**src/rtl/glitch_trigger_qualifier.sv**
```systemverilog
// Turns a raw asynchronous target pin into a clean trigger level. The pin is synchronised,
// min-width filtered and edge-counted, and the trigger is raised once N qualified edges have been seen.
module glitch_trigger_qualifier #(
    parameter int SYNC_STAGES = 3,
    parameter int CNT_W       = 16,
    parameter int FILT_W      = 8,
    parameter int TMO_W       = 32
) (
    input  logic              i_PLL_Clk,
    input  logic              i_Rst_L,
    input  logic              i_arm,
    input  logic              i_abort,
    input  logic [1:0]        i_edge_sel,
    input  logic [CNT_W-1:0]  i_edge_count,
    input  logic [FILT_W-1:0] i_min_width,
    input  logic [TMO_W-1:0]  i_timeout,
    input  logic              i_target_io,
    output logic              o_trigger,
    output logic              o_armed,
    output logic              o_fired,
    output logic              o_timeout,
    output logic [CNT_W-1:0]  o_edge_cnt
);

    // state   | meaning
    // IDLE    | disarmed, edges ignored
    // WAIT    | armed, counting qualified edges, timeout running
    // DONE    | target reached, o_trigger held high
    localparam logic [1:0] ST_IDLE = 2'd0;
    localparam logic [1:0] ST_WAIT = 2'd1;
    localparam logic [1:0] ST_DONE = 2'd2;

    logic [1:0]             state;
    logic [SYNC_STAGES-1:0] sync_q;
    logic                   s;
    logic                   r_filt;
    logic                   r_filt_d;
    logic [FILT_W-1:0]      fc;
    logic [1:0]             sel_q;
    logic [CNT_W-1:0]       tgt_q;
    logic [TMO_W-1:0]       tmo_q;
    logic [TMO_W-1:0]       tmo_cnt;
    logic [TMO_W-1:0]       tmo_next;
    logic [CNT_W-1:0]       cnt_next;
    logic                   rise;
    logic                   fall;
    logic                   edge_hit;
    logic                   fire;
    logic                   tmo_hit;

    always_ff @(posedge i_PLL_Clk or negedge i_Rst_L) begin
        if (!i_Rst_L) begin
            sync_q <= '0;
        end else begin
            sync_q <= {sync_q[SYNC_STAGES-2:0], i_target_io};
        end
    end

    assign s = sync_q[SYNC_STAGES-1];

    // A change at s must persist i_min_width+1 cycles; any return to r_filt restarts the count.
    always_ff @(posedge i_PLL_Clk or negedge i_Rst_L) begin
        if (!i_Rst_L) begin
            r_filt   <= 1'b0;
            r_filt_d <= 1'b0;
            fc       <= '0;
        end else begin
            r_filt_d <= r_filt;
            if (s == r_filt) begin
                fc <= '0;
            end else if (fc == i_min_width) begin
                r_filt <= s;
                fc     <= '0;
            end else begin
                fc <= fc + FILT_W'(1);
            end
        end
    end

    assign rise = r_filt & ~r_filt_d;
    assign fall = ~r_filt & r_filt_d;

    always_comb begin
        edge_hit = rise;
        case (sel_q)
            2'b01:   edge_hit = fall;
            2'b10:   edge_hit = rise | fall;
            default: edge_hit = rise;
        endcase
    end

    assign cnt_next = o_edge_cnt + CNT_W'(1);
    assign tmo_next = tmo_cnt + TMO_W'(1);
    assign fire     = edge_hit && (cnt_next == tgt_q);
    assign tmo_hit  = (tmo_q != '0) && (tmo_next == tmo_q);
    assign o_armed  = (state == ST_WAIT);

    always_ff @(posedge i_PLL_Clk or negedge i_Rst_L) begin
        if (!i_Rst_L) begin
            state      <= ST_IDLE;
            sel_q      <= 2'b00;
            tgt_q      <= '0;
            tmo_q      <= '0;
            tmo_cnt    <= '0;
            o_trigger  <= 1'b0;
            o_fired    <= 1'b0;
            o_timeout  <= 1'b0;
            o_edge_cnt <= '0;
        end else if (i_abort) begin
            state     <= ST_IDLE;
            o_trigger <= 1'b0;
        end else if (i_arm) begin
            state      <= ST_WAIT;
            sel_q      <= i_edge_sel;
            tgt_q      <= (i_edge_count == '0) ? CNT_W'(1) : i_edge_count;
            tmo_q      <= i_timeout;
            tmo_cnt    <= '0;
            o_trigger  <= 1'b0;
            o_fired    <= 1'b0;
            o_timeout  <= 1'b0;
            o_edge_cnt <= '0;
        end else if (state == ST_WAIT) begin
            tmo_cnt <= tmo_next;
            if (edge_hit) begin
                o_edge_cnt <= cnt_next;
            end
            // The final edge wins over a timeout landing on the same cycle.
            if (fire) begin
                o_trigger <= 1'b1;
                o_fired   <= 1'b1;
                state     <= ST_DONE;
            end else if (tmo_hit) begin
                o_timeout <= 1'b1;
                state     <= ST_IDLE;
            end
        end
    end

endmodule

```
**config.mk**
```make
export PLATFORM = sky130hd
export DESIGN_NAME = glitch_trigger_qualifier
export DESIGN_NICKNAME = d
export VERILOG_FILES = /design/src/rtl/glitch_trigger_qualifier.sv
export SDC_FILE = /design/constraint.sdc
export NUM_CORES = 1
export LEC_CHECK = 0
export BUFFER_PORTS_ARGS = -buffer_cell sky130_fd_sc_hd__buf_2
export CORE_MARGIN = 5
export CORE_UTILIZATION = 50
export DETAILED_ROUTE_END_ITERATION = 10
export PLACE_DENSITY = 0.82
export SYNTH_ARGS = -nofsm -noshare
export SYNTH_HDL_FRONTEND = slang
export SYNTH_SLANG_ARGS = --single-unit
```
**constraint.sdc**
```tcl
create_clock -name i_PLL_Clk -period 2.75 [get_ports i_PLL_Clk]
set_clock_uncertainty 0.1 [all_clocks]
set_input_delay 0.55 -clock i_PLL_Clk [delete_from_list [all_inputs] [get_ports i_PLL_Clk]]
set_output_delay 0.55 -clock i_PLL_Clk [all_outputs]
set_load 0.05 [all_outputs]
```
==> results of run 1 <==
==> area by class of cell <==
class | count | area, um2 | share of cell area
Multi-Input combinational cell | 617 | 3797 | 0.4397
Sequential cell | 116 | 2909 | 0.3369
Timing Repair Buffer | 156 | 996.0 | 0.1153
Clock buffer | 19 | 432.9 | 0.05013
Clock inverter | 13 | 231.5 | 0.02680
Tap cell | 176 | 220.2 | 0.02550
Inverter | 13 | 48.80 | 0.005651
==> flip-flops by register name (all words and copies together) (netlist names) <==
signal	count
tmo_cnt	32
tmo_q	32
o_edge_cnt	16
tgt_q	16
fc	8
sync_q	3
sel_q	2
state	2
o_fired	1
o_timeout	1
o_trigger	1
r_filt	1
r_filt_d	1
==> cells by family after synthesis <==
group | count (synthesis) | synth area share
simple gates | 376 | 0.2711
buf+inv | 64 | 0.03831
xor+xnor | 73 | 0.09479
flops | 116 | 0.4213
compound gates | 157 | 0.1554
mux | 4 | 0.006355
fa+ha+maj | 7 | 0.01271
==> routing by layer <==
layer  vias to the layer above  global-route usage  wire [um]
met5                         -                   0          0
met4                         0             0.08328        348
met3                        33             0.04883       1266
met2                       279              0.3887       9073
met1                      3176              0.3341       8591
li1                       3102                   -          -
==> stage by stage <==
step	cells	setup TNS (ps)	worst slack [ps]	instance area (um2)
after floorplan	797	-43.69	-37.06	6913
after detailed placement	1074	-23.02	-23.02	7879
after CTS	1107	-1.010	-1.010	8578
after global routing	1110	-350.1	-194.5	8636
final	1110	-165.3	-111.3	8636
after global placement	1074	0	54.19	7879
==> layout by cell type (no fill, tap or decap), types with 4 or more instances in the layout <==
| cell type | instances |
|---|---|
| or4_1 | 6 |
| and2_1 | 5 |
| buf_4 | 72 |
| nor4_1 | 18 |
| o21ai_0 | 41 |
| nand2b_1 | 9 |
| nand2_1 | 186 |
| nor2b_1 | 6 |
| nor3_1 | 6 |
| a31oi_1 | 7 |
| o311ai_0 | 4 |
| buf_2 | 81 |
| or2_2 | 5 |
| o31ai_1 | 29 |
| nand3_1 | 24 |
| inv_1 | 13 |
| xnor2_1 | 50 |
| nor2_1 | 32 |
| o211ai_1 | 21 |
| bufinv_16 | 6 |
| clkbuf_16 | 17 |
| xor2_1 | 22 |
| a211oi_1 | 4 |
| a21oi_1 | 16 |
| nand4_1 | 27 |
| dfrtp_2 | 5 |
| nor3b_1 | 5 |
| and4_1 | 4 |
| or3_1 | 6 |
| dfrtp_1 | 111 |
| ha_1 | 6 |
| and3_1 | 13 |
==> worst max-delay path by stage <==
stage               slack [ps]              startpoint               endpoint
floorplan                  -40  tmo_cnt[5]$_DFFE_PN0P_  o_timeout$_DFFE_PN0P_
global placement            50  tmo_cnt[9]$_DFFE_PN0P_  o_timeout$_DFFE_PN0P_
detailed placement         -20  tmo_cnt[0]$_DFFE_PN0P_  o_timeout$_DFFE_PN0P_
CTS                         -1  tmo_cnt[5]$_DFFE_PN0P_  o_timeout$_DFFE_PN0P_
global route              -190  tmo_cnt[5]$_DFFE_PN0P_  o_timeout$_DFFE_PN0P_
finish                    -110  tmo_cnt[5]$_DFFE_PN0P_  o_timeout$_DFFE_PN0P_
==> worst max-delay path, stage by stage (launching register included) <==
cell and delay (ps):
dfrtp_1 400, nand4_4 130, or4_4 560, or4_4 530
xnor2_1 140, a2111o_2 370, nor4_4 330, a32o_1 220
==> what timing repair did <==
item | in CTS | in global routing
buffers inserted | 0 | 3
gates cloned | 0 | 0
pin swaps | 1 | 5
resized for setup | 6 | 8
setup endpoints to repair | 2 | 5
hold buffers | 1 | 0
hold endpoints to repair | 28 | 0
==> where the power goes <==
part	switching (uW)	leakage, uW	internal (uW)	total (uW)
clock network	795	0.000317	1700	2490
logic	434	0.00206	321	754
registers	164	0.00151	1840	2010
total	1390	0.00389	3860	5250
==> impl_metrics.toml, run 1 <==
[yosys]
yosys_most_used_dff = "dfrtp_1"
synth_cell_types = 66
ys_top_cells_by_count = "nand2_1, dfrtp_1, xnor2_1, o21ai_0, clkbuf_1"
synth-seq-area-share = 0.4213
avgSynthCellArea_um2 = 8.645
ys_async_sr_fraction = 1.000
yosys_warnings = 0
netlist.area_leader.share = 0.4213
yosys-top-cells-area = "dfrtp_1, nand2_1, xnor2_1"
ys_seq_elements = 116
yosysTopAreaCell = "dfrtp_1"
synth.most_common_cell = "nand2_1"
synth_enable_flop_cells = 0
netlist_area_mm2 = 0.006890
syn_nets = 867
syn_inst = 797

[layout]
area_delta_synth_final_pct = 25.33
nFillCells = 1110
drive_gt1_frac = 0.2345
final_nets = 991
insertedDiodeCount = 0
fin_util = 0.6444

[outcome]
status = "finished, violations left"
violations = "setup timing"

[die]
core_area_mm2 = 0.01340
die_area_mm2 = 0.01623
io_pins = 83
start_util = 0.5142
core.rowCount = 42
die_y_um = 127.4
die_x_um = 127.4

[sta]
timing.hold.ws_ps = 137.6
period_needed_ps = 2861
hold_viol = 0
slew_viol_final = 0
relSlewSlack = 0.5948
setup_viol = 2
worst_slack_ps = -111.3
final.period_utilization = 1.040
worstMarginPinSlew_ps = 607.8
rsz0062_at_grt = "true"
fmax_ghz = 0.3495

[setup_path]
reg2reg_to = "o_timeout$_DFFE_PN0P_"
crit_fanout = 2
r2r-start = "tmo_cnt[5]$_DFFE_PN0P_"
r2r_slack_ps = -110
critPathLaunchType = "flop"
crit_arrival_ps = 3110
required_ps = 3000
r2r_cells = 7
critPathCaptureType = "flop"
worstSetupPathType = "reg -> reg"

[global_routing]
grt_overflow = 0
grt_max_degree = 55
grt_pass1_vias = 6311
antenna_found_initial = 0
grt_first_pass_wirelength_mm = 31.75
grt.total_usage = 0.2440

[route]
drt_wl_total_mm = 19.28
wire_per_inst_um = 17.37
via_per_inst = 5.937
vias = 6590
dr.pass1.iters = 5
drc = 0
drt_iter0_markers = 657
ant_nets = 0

[worst_hold_path]
hp-start = "i_target_io"
holdPathEnd = "sync_q[0]$_DFF_PN0_"
hold_depth = 1
hold_class = "in -> reg"

[power_and_ir_drop]
vdd_drop_max_mv = 0.3759
leakage_uw = 0.003888
power.density_mw_per_mm2 = 608.2
p_total_uw = 5253

[clocking]
cts_tree = "yes"
clk_latency_ps = 420
cts_made_buffers = 17
clock_path_buffers = 2
cts_htree_levels = 4
cts_sinks = 116
cts.clk_slew.worst_paths_ps = 50
root_buffer = "clkbuf_16"

[placement]
dp.final_hpwl_mm = 13.62
place_congestion = 0.9884
io_buffers = 82

[job]
max_cap_viol_count = 0
Note: power is estimated with default switching activity, not from simulation.
==> run 2, diff against run 1 <==
- clock period: 2.75 -> 2.55 ns (I/O delays scaled with it)
==> run 2 against run 1 <==
Effect of this change: global-route usage increased by 0.43 points; design area rose by 3.5%; critical path depth rose by 1; hold slack got worse by 49 ps; non-clock buffer count up 32; the flow still finishes with violations (setup timing); critical path type unchanged.
==> impl_metrics.toml, run 2 (synthesis gave the netlist of run 1 again) <==
[route]
via_per_inst = 5.837
drc = 0
drt_iter0_markers = 678
vias = 6666
dr.pass1.iters = 5
ant_nets = 0
wire_per_inst_um = 17.27
drt_wl_total_mm = 19.72

[layout]
stdcell_area_mm2 = 0.008940
layout_commonest_cell = "nand2_1"
final_nets = 1023
area_delta_synth_final_pct = 29.74
top_regs = "tmo_cnt: 32 flops, tmo_q: 32 flops"
nFillCells = 1059
insertedDiodeCount = 0
mostFrequentLayoutCells = "nand2_1, dfrtp_1, buf_4"
fin_util = 0.6671
fin_cells = 1142
drive_gt1_frac = 0.2764

[setup_path]
critPathCaptureType = "flop"
crit_start = "tmo_cnt[5]$_DFFE_PN0P_"
path_cells = "nand4_4, or4_4, buf_4, a2111o_1, a211oi_2, nand4_1, nor4_4, a32o_1"
crit_fanout = 9
r2r_slack_ps = -180
worstSetupPathType = "reg -> reg"
r2r_cells = 8
critPathLaunchType = "flop"
crit_arrival_ps = 2990
slowest_stage = "or4_4"
slowest_delay_ps = 560
reg2reg_to = "o_timeout$_DFFE_PN0P_"
required_ps = 2820
r2r-start = "tmo_cnt[5]$_DFFE_PN0P_"

[power_and_ir_drop]
vdd_drop_max_mv = 0.4479
power_frac_seq = 0.372
leakage_uw = 0.004049
swShare = 0.2714
p_switching_uw = 1577
combPwrFrac = 0.148
clock_power_share = 0.480
internal-power_uw = 4233
power.density_mw_per_mm2 = 650.0

[job]
max_cap_viol_count = 0

[die]
io_pins = 83
start_util = 0.5142
die_y_um = 127.4
core_area_mm2 = 0.01340
core.rowCount = 42
die_area_mm2 = 0.01623
die_x_um = 127.4

[placement]
dp_cells = 1106
dp.final_hpwl_mm = 13.95
placed_area_mm2 = 0.008135
io_buffers = 82
dp_slack_ps = -217.3
place_congestion = 0.9845

[sta]
relSlewSlack = 0.5606
rsz0062_at_grt = "true"
period_needed_ps = 2727
setup_viol = 2
worstMarginPinSlew_ps = 659.2
worst_slack_ps = -177.2
hold_viol = 0
final.period_utilization = 1.069
fmax_ghz = 0.3667
final.setup.tns_ps = -286.0
slew_viol_final = 0

[global_routing]
grt_use_met1 = 0.3294
met2_usage = 0.3908
grt_overflow = 0
antenna_found_initial = 0
grt_first_pass_wirelength_mm = 32.31
grt.total_usage = 0.2484
busiest_layer = "met2"
grt_max_degree = 44
gr-usage-met3 = 0.07053
grt_pass1_vias = 6510

[worst_hold_path]
hp-start = "i_target_io"
hold_depth = 1
hold_class = "in -> reg"
holdPathEnd = "sync_q[0]$_DFF_PN0_"

[clocking]
cts_sinks = 116
cts_htree_levels = 4
clock_path_buffers = 2
cts_made_buffers = 17
cts_tree = "yes"
clk_latency_ps = 430
cts.clk_slew.worst_paths_ps = 60
root_buffer = "clkbuf_16"

[outcome]
violations = "setup timing"
status = "finished, violations left"
==> run 2: power by group through the flow <==
| stage | sequential (uW) | combinational (uW) | clock, uW |
|---|---|---|---|
| floorplan | 2160 | 508 | 0 |
| global placement | 2180 | 801 | 0 |
| detailed placement | 2180 | 821 | 0 |
| CTS | 2150 | 841 | 2810 |
| global route | 2180 | 954 | 2890 |
| finish | 2160 | 861 | 2790 |
==> run 2: metal layers <==
| layer | routed length (um) | vias up | share of wire |
|---|---|---|---|
| met1 | 8582 | 3175 | 0.44 |
| met2 | 9192 | 287 | 0.47 |
| li1 | - | 3166 | - |
| met3 | 1562 | 38 | 0.079 |
| met4 | 383 | 0 | 0.019 |
| met5 | 0 | - | 0 |
==> run 2: cell type report <==
cell class	instances	area, um2	area share
Sequential cell	116	2918	0.3264
Inverter	13	48.80	0.005458
Clock inverter	14	250.2	0.02799
Clock buffer	18	439.2	0.04913
Timing Repair Buffer	188	1236	0.1383
Multi-Input combinational cell	617	3827	0.4281
Tap cell	176	220.2	0.02463
==> run 2: repair_timing <==
action | CTS | global route
gates resized for setup | 5 | 12
setup buffers | 0 | 3
hold buffers | 1 | 0
endpoints found under the hold margin | 36 | 0
setup endpoints to repair | 5 | 6
pin swaps | 1 | 7
==> run 2: metrics by stage <==
step,hold slack [ps],total power [uW]
after detailed placement,238.7,3004
after CTS,78.22,5802
after global routing,79.82,6023
final,88.36,5811
after floorplan,114.4,2666
after global placement,235.1,2978
==> run 2: worst max path at each step <==
stage	cells past startpoint	slack, ps	endpoint
floorplan	9	-240	o_timeout$_DFFE_PN0P_
global placement	7	-150	o_timeout$_DFFE_PN0P_
detailed placement	8	-220	o_timeout$_DFFE_PN0P_
CTS	8	-170	o_timeout$_DFFE_PN0P_
global route	8	-290	o_timeout$_DFFE_PN0P_
finish	8	-180	o_timeout$_DFFE_PN0P_
==> run 2: critical path: cells and delay by family (launching register included) <==
family	cells	cell delay [ps]
simple gates	4	1190
buf+inv	1	180
flops	1	400
compound gates	3	790
==> run 3, diff against run 2 <==
- CTS_BUF_LIST: unset -> sky130_fd_sc_hd__clkbuf_16
==> run 3 against run 2 <==
Effect of this change: the flow still finishes with violations (setup timing); register-to-register slack is essentially flat; global-route usage hardly changed; die area unchanged; highest routed layer unchanged.
==> impl_metrics.toml, run 3 (synthesis gave the netlist of run 1 again) <==
[outcome]
status = "finished, violations left"
violations = "setup timing"

[setup_path]
crit_fanout = 9
worstSetupPathType = "reg -> reg"
required_ps = 2810
crit_arrival_ps = 2990
critPathCaptureType = "flop"
critPathLaunchType = "flop"

[global_routing]
grt_overflow = 0
grt.total_usage = 0.2487
antenna_found_initial = 0
grt_max_degree = 44
grt_pass1_vias = 6512
grt_first_pass_wirelength_mm = 32.34

[clocking]
clk_latency_ps = 430
cts.clk_slew.worst_paths_ps = 60
clock_path_buffers = 2
cts_made_buffers = 17
cts_tree = "yes"
cts_sinks = 116
root_buffer = "clkbuf_16"
cts_htree_levels = 4

[job]
max_cap_viol_count = 0

[route]
ant_nets = 0
wire_per_inst_um = 17.29
via_per_inst = 5.822
drt_wl_total_mm = 19.74
vias = 6649
dr.pass1.iters = 5
drc = 0
drt_iter0_markers = 757

[layout]
ff_latch_area_mm2 = 0.002918
mostFrequentLayoutCells = "nand2_1, dfrtp_1, buf_4"
final_nets = 1023
insertedDiodeCount = 0
fin_cells = 1142
stdcell_area_mm2 = 0.008930
nFillCells = 1064
drive_gt1_frac = 0.2754
multi_input_area_mm2 = 0.003827
layout_commonest_cell = "nand2_1"
area_delta_synth_final_pct = 29.60
top_regs = "tmo_cnt: 32 flops, tmo_q: 32 flops"

[power_and_ir_drop]
power.density_mw_per_mm2 = 647.3
leakage_uw = 0.004043
vdd_drop_max_mv = 0.4442

[die]
start_util = 0.5142
die_x_um = 127.4
die_y_um = 127.4
io_pins = 83
core.rowCount = 42
die_area_mm2 = 0.01623
core_area_mm2 = 0.01340

[worst_hold_path]
hold_class = "in -> reg"

[sta]
worst_slack_ps = -176.1
period_needed_ps = 2726
worstMarginPinSlew_ps = 658.2
hold_viol = 0
relSlewSlack = 0.5612
final.period_utilization = 1.069
setup_viol = 2
fmax_ghz = 0.3668
slew_viol_final = 0
rsz0062_at_grt = "true"

[placement]
place_congestion = 0.9845
io_buffers = 82
dp.final_hpwl_mm = 13.95
placed_area_mm2 = 0.008135
dp_cells = 1106
## run 3: cell types whose count changed in the layout (fill, tap and decap cells not counted)
cell      previous run  this run
clkbuf_8             1         0
clkinv_1             0         1
## run 3: final cells by class
cell class / instances / share of cell area
clock buffers: 17 / 0.04764
clock inverters: 15 / 0.02844
inverters: 13 / 0.005464
multi-input cells: 617 / 0.4286
flip-flops and latches: 116 / 0.3267
well taps: 176 / 0.02466
repair buffers: 188 / 0.1384
## run 3: path summary, 6_finish.rpt
kind	startpoint	endpoint	slack, ps	cells past startpoint
max	tmo_cnt[5]$_DFFE_PN0P_	o_timeout$_DFFE_PN0P_	-180	8
min	i_target_io	sync_q[0]$_DFF_PN0_	90	1
max reg2reg	tmo_cnt[5]$_DFFE_PN0P_	o_timeout$_DFFE_PN0P_	-180	8
min reg2reg	sync_q[1]$_DFF_PN0_	sync_q[2]$_DFF_PN0_	250	0
max in group asynchronous	i_Rst_L	tmo_cnt[7]$_DFFE_PN0P_	1100	3
min in group asynchronous	i_Rst_L	fc[3]$_DFF_PN0_	520	2
## run 3: critical path: stages, from the launching register on
cell      delay, ps
dfrtp_1         400
nand4_4         130
or4_4           560
buf_4           180
a2111o_1        400
a211oi_2        180
nand4_1         160
nor4_4          350
a32o_1          210
## run 3: routing by layer
metal / vias up / wire (um) / global-route usage
met5: - / 0 / 0
met4: 0 / 434 / 0.08770
met3: 46 / 1491 / 0.07053
met2: 264 / 9175 / 0.3918
met1: 3168 / 8641 / 0.3297
li1: 3171 / - / -
## run 3: timing repair
item / in CTS / in global routing
hold buffers: 1 / 0
resized for setup: 5 / 12
pin swaps: 1 / 7
endpoints found under the hold margin: 36 / 0
buffers inserted: 0 / 3
endpoints found under the setup margin: 5 / 6
## run 3: stage by stage
step	setup WS (ps)	hold slack (ps)	TNS [ps]	utilization	total power [uW]
after floorplan	-237.1	114.4	-443.7	-	2666
after global placement	-152.2	235.1	-294.2	0.6071	2978
after detailed placement	-217.3	238.7	-433.5	0.6071	3004
after CTS	-170.5	78.07	-299.9	0.6610	5774
after global routing	-288.3	78.15	-550.3	0.6664	5996
final	-176.1	89.57	-286.0	0.6664	5780
## run 3: power breakdown
group	leakage, uW	internal [uW]	switching, uW
Combinational	0.00222	375	485
Clock	0.000323	1840	919
Sequential	0.00150	1990	173
Total	0.00404	4200	1580
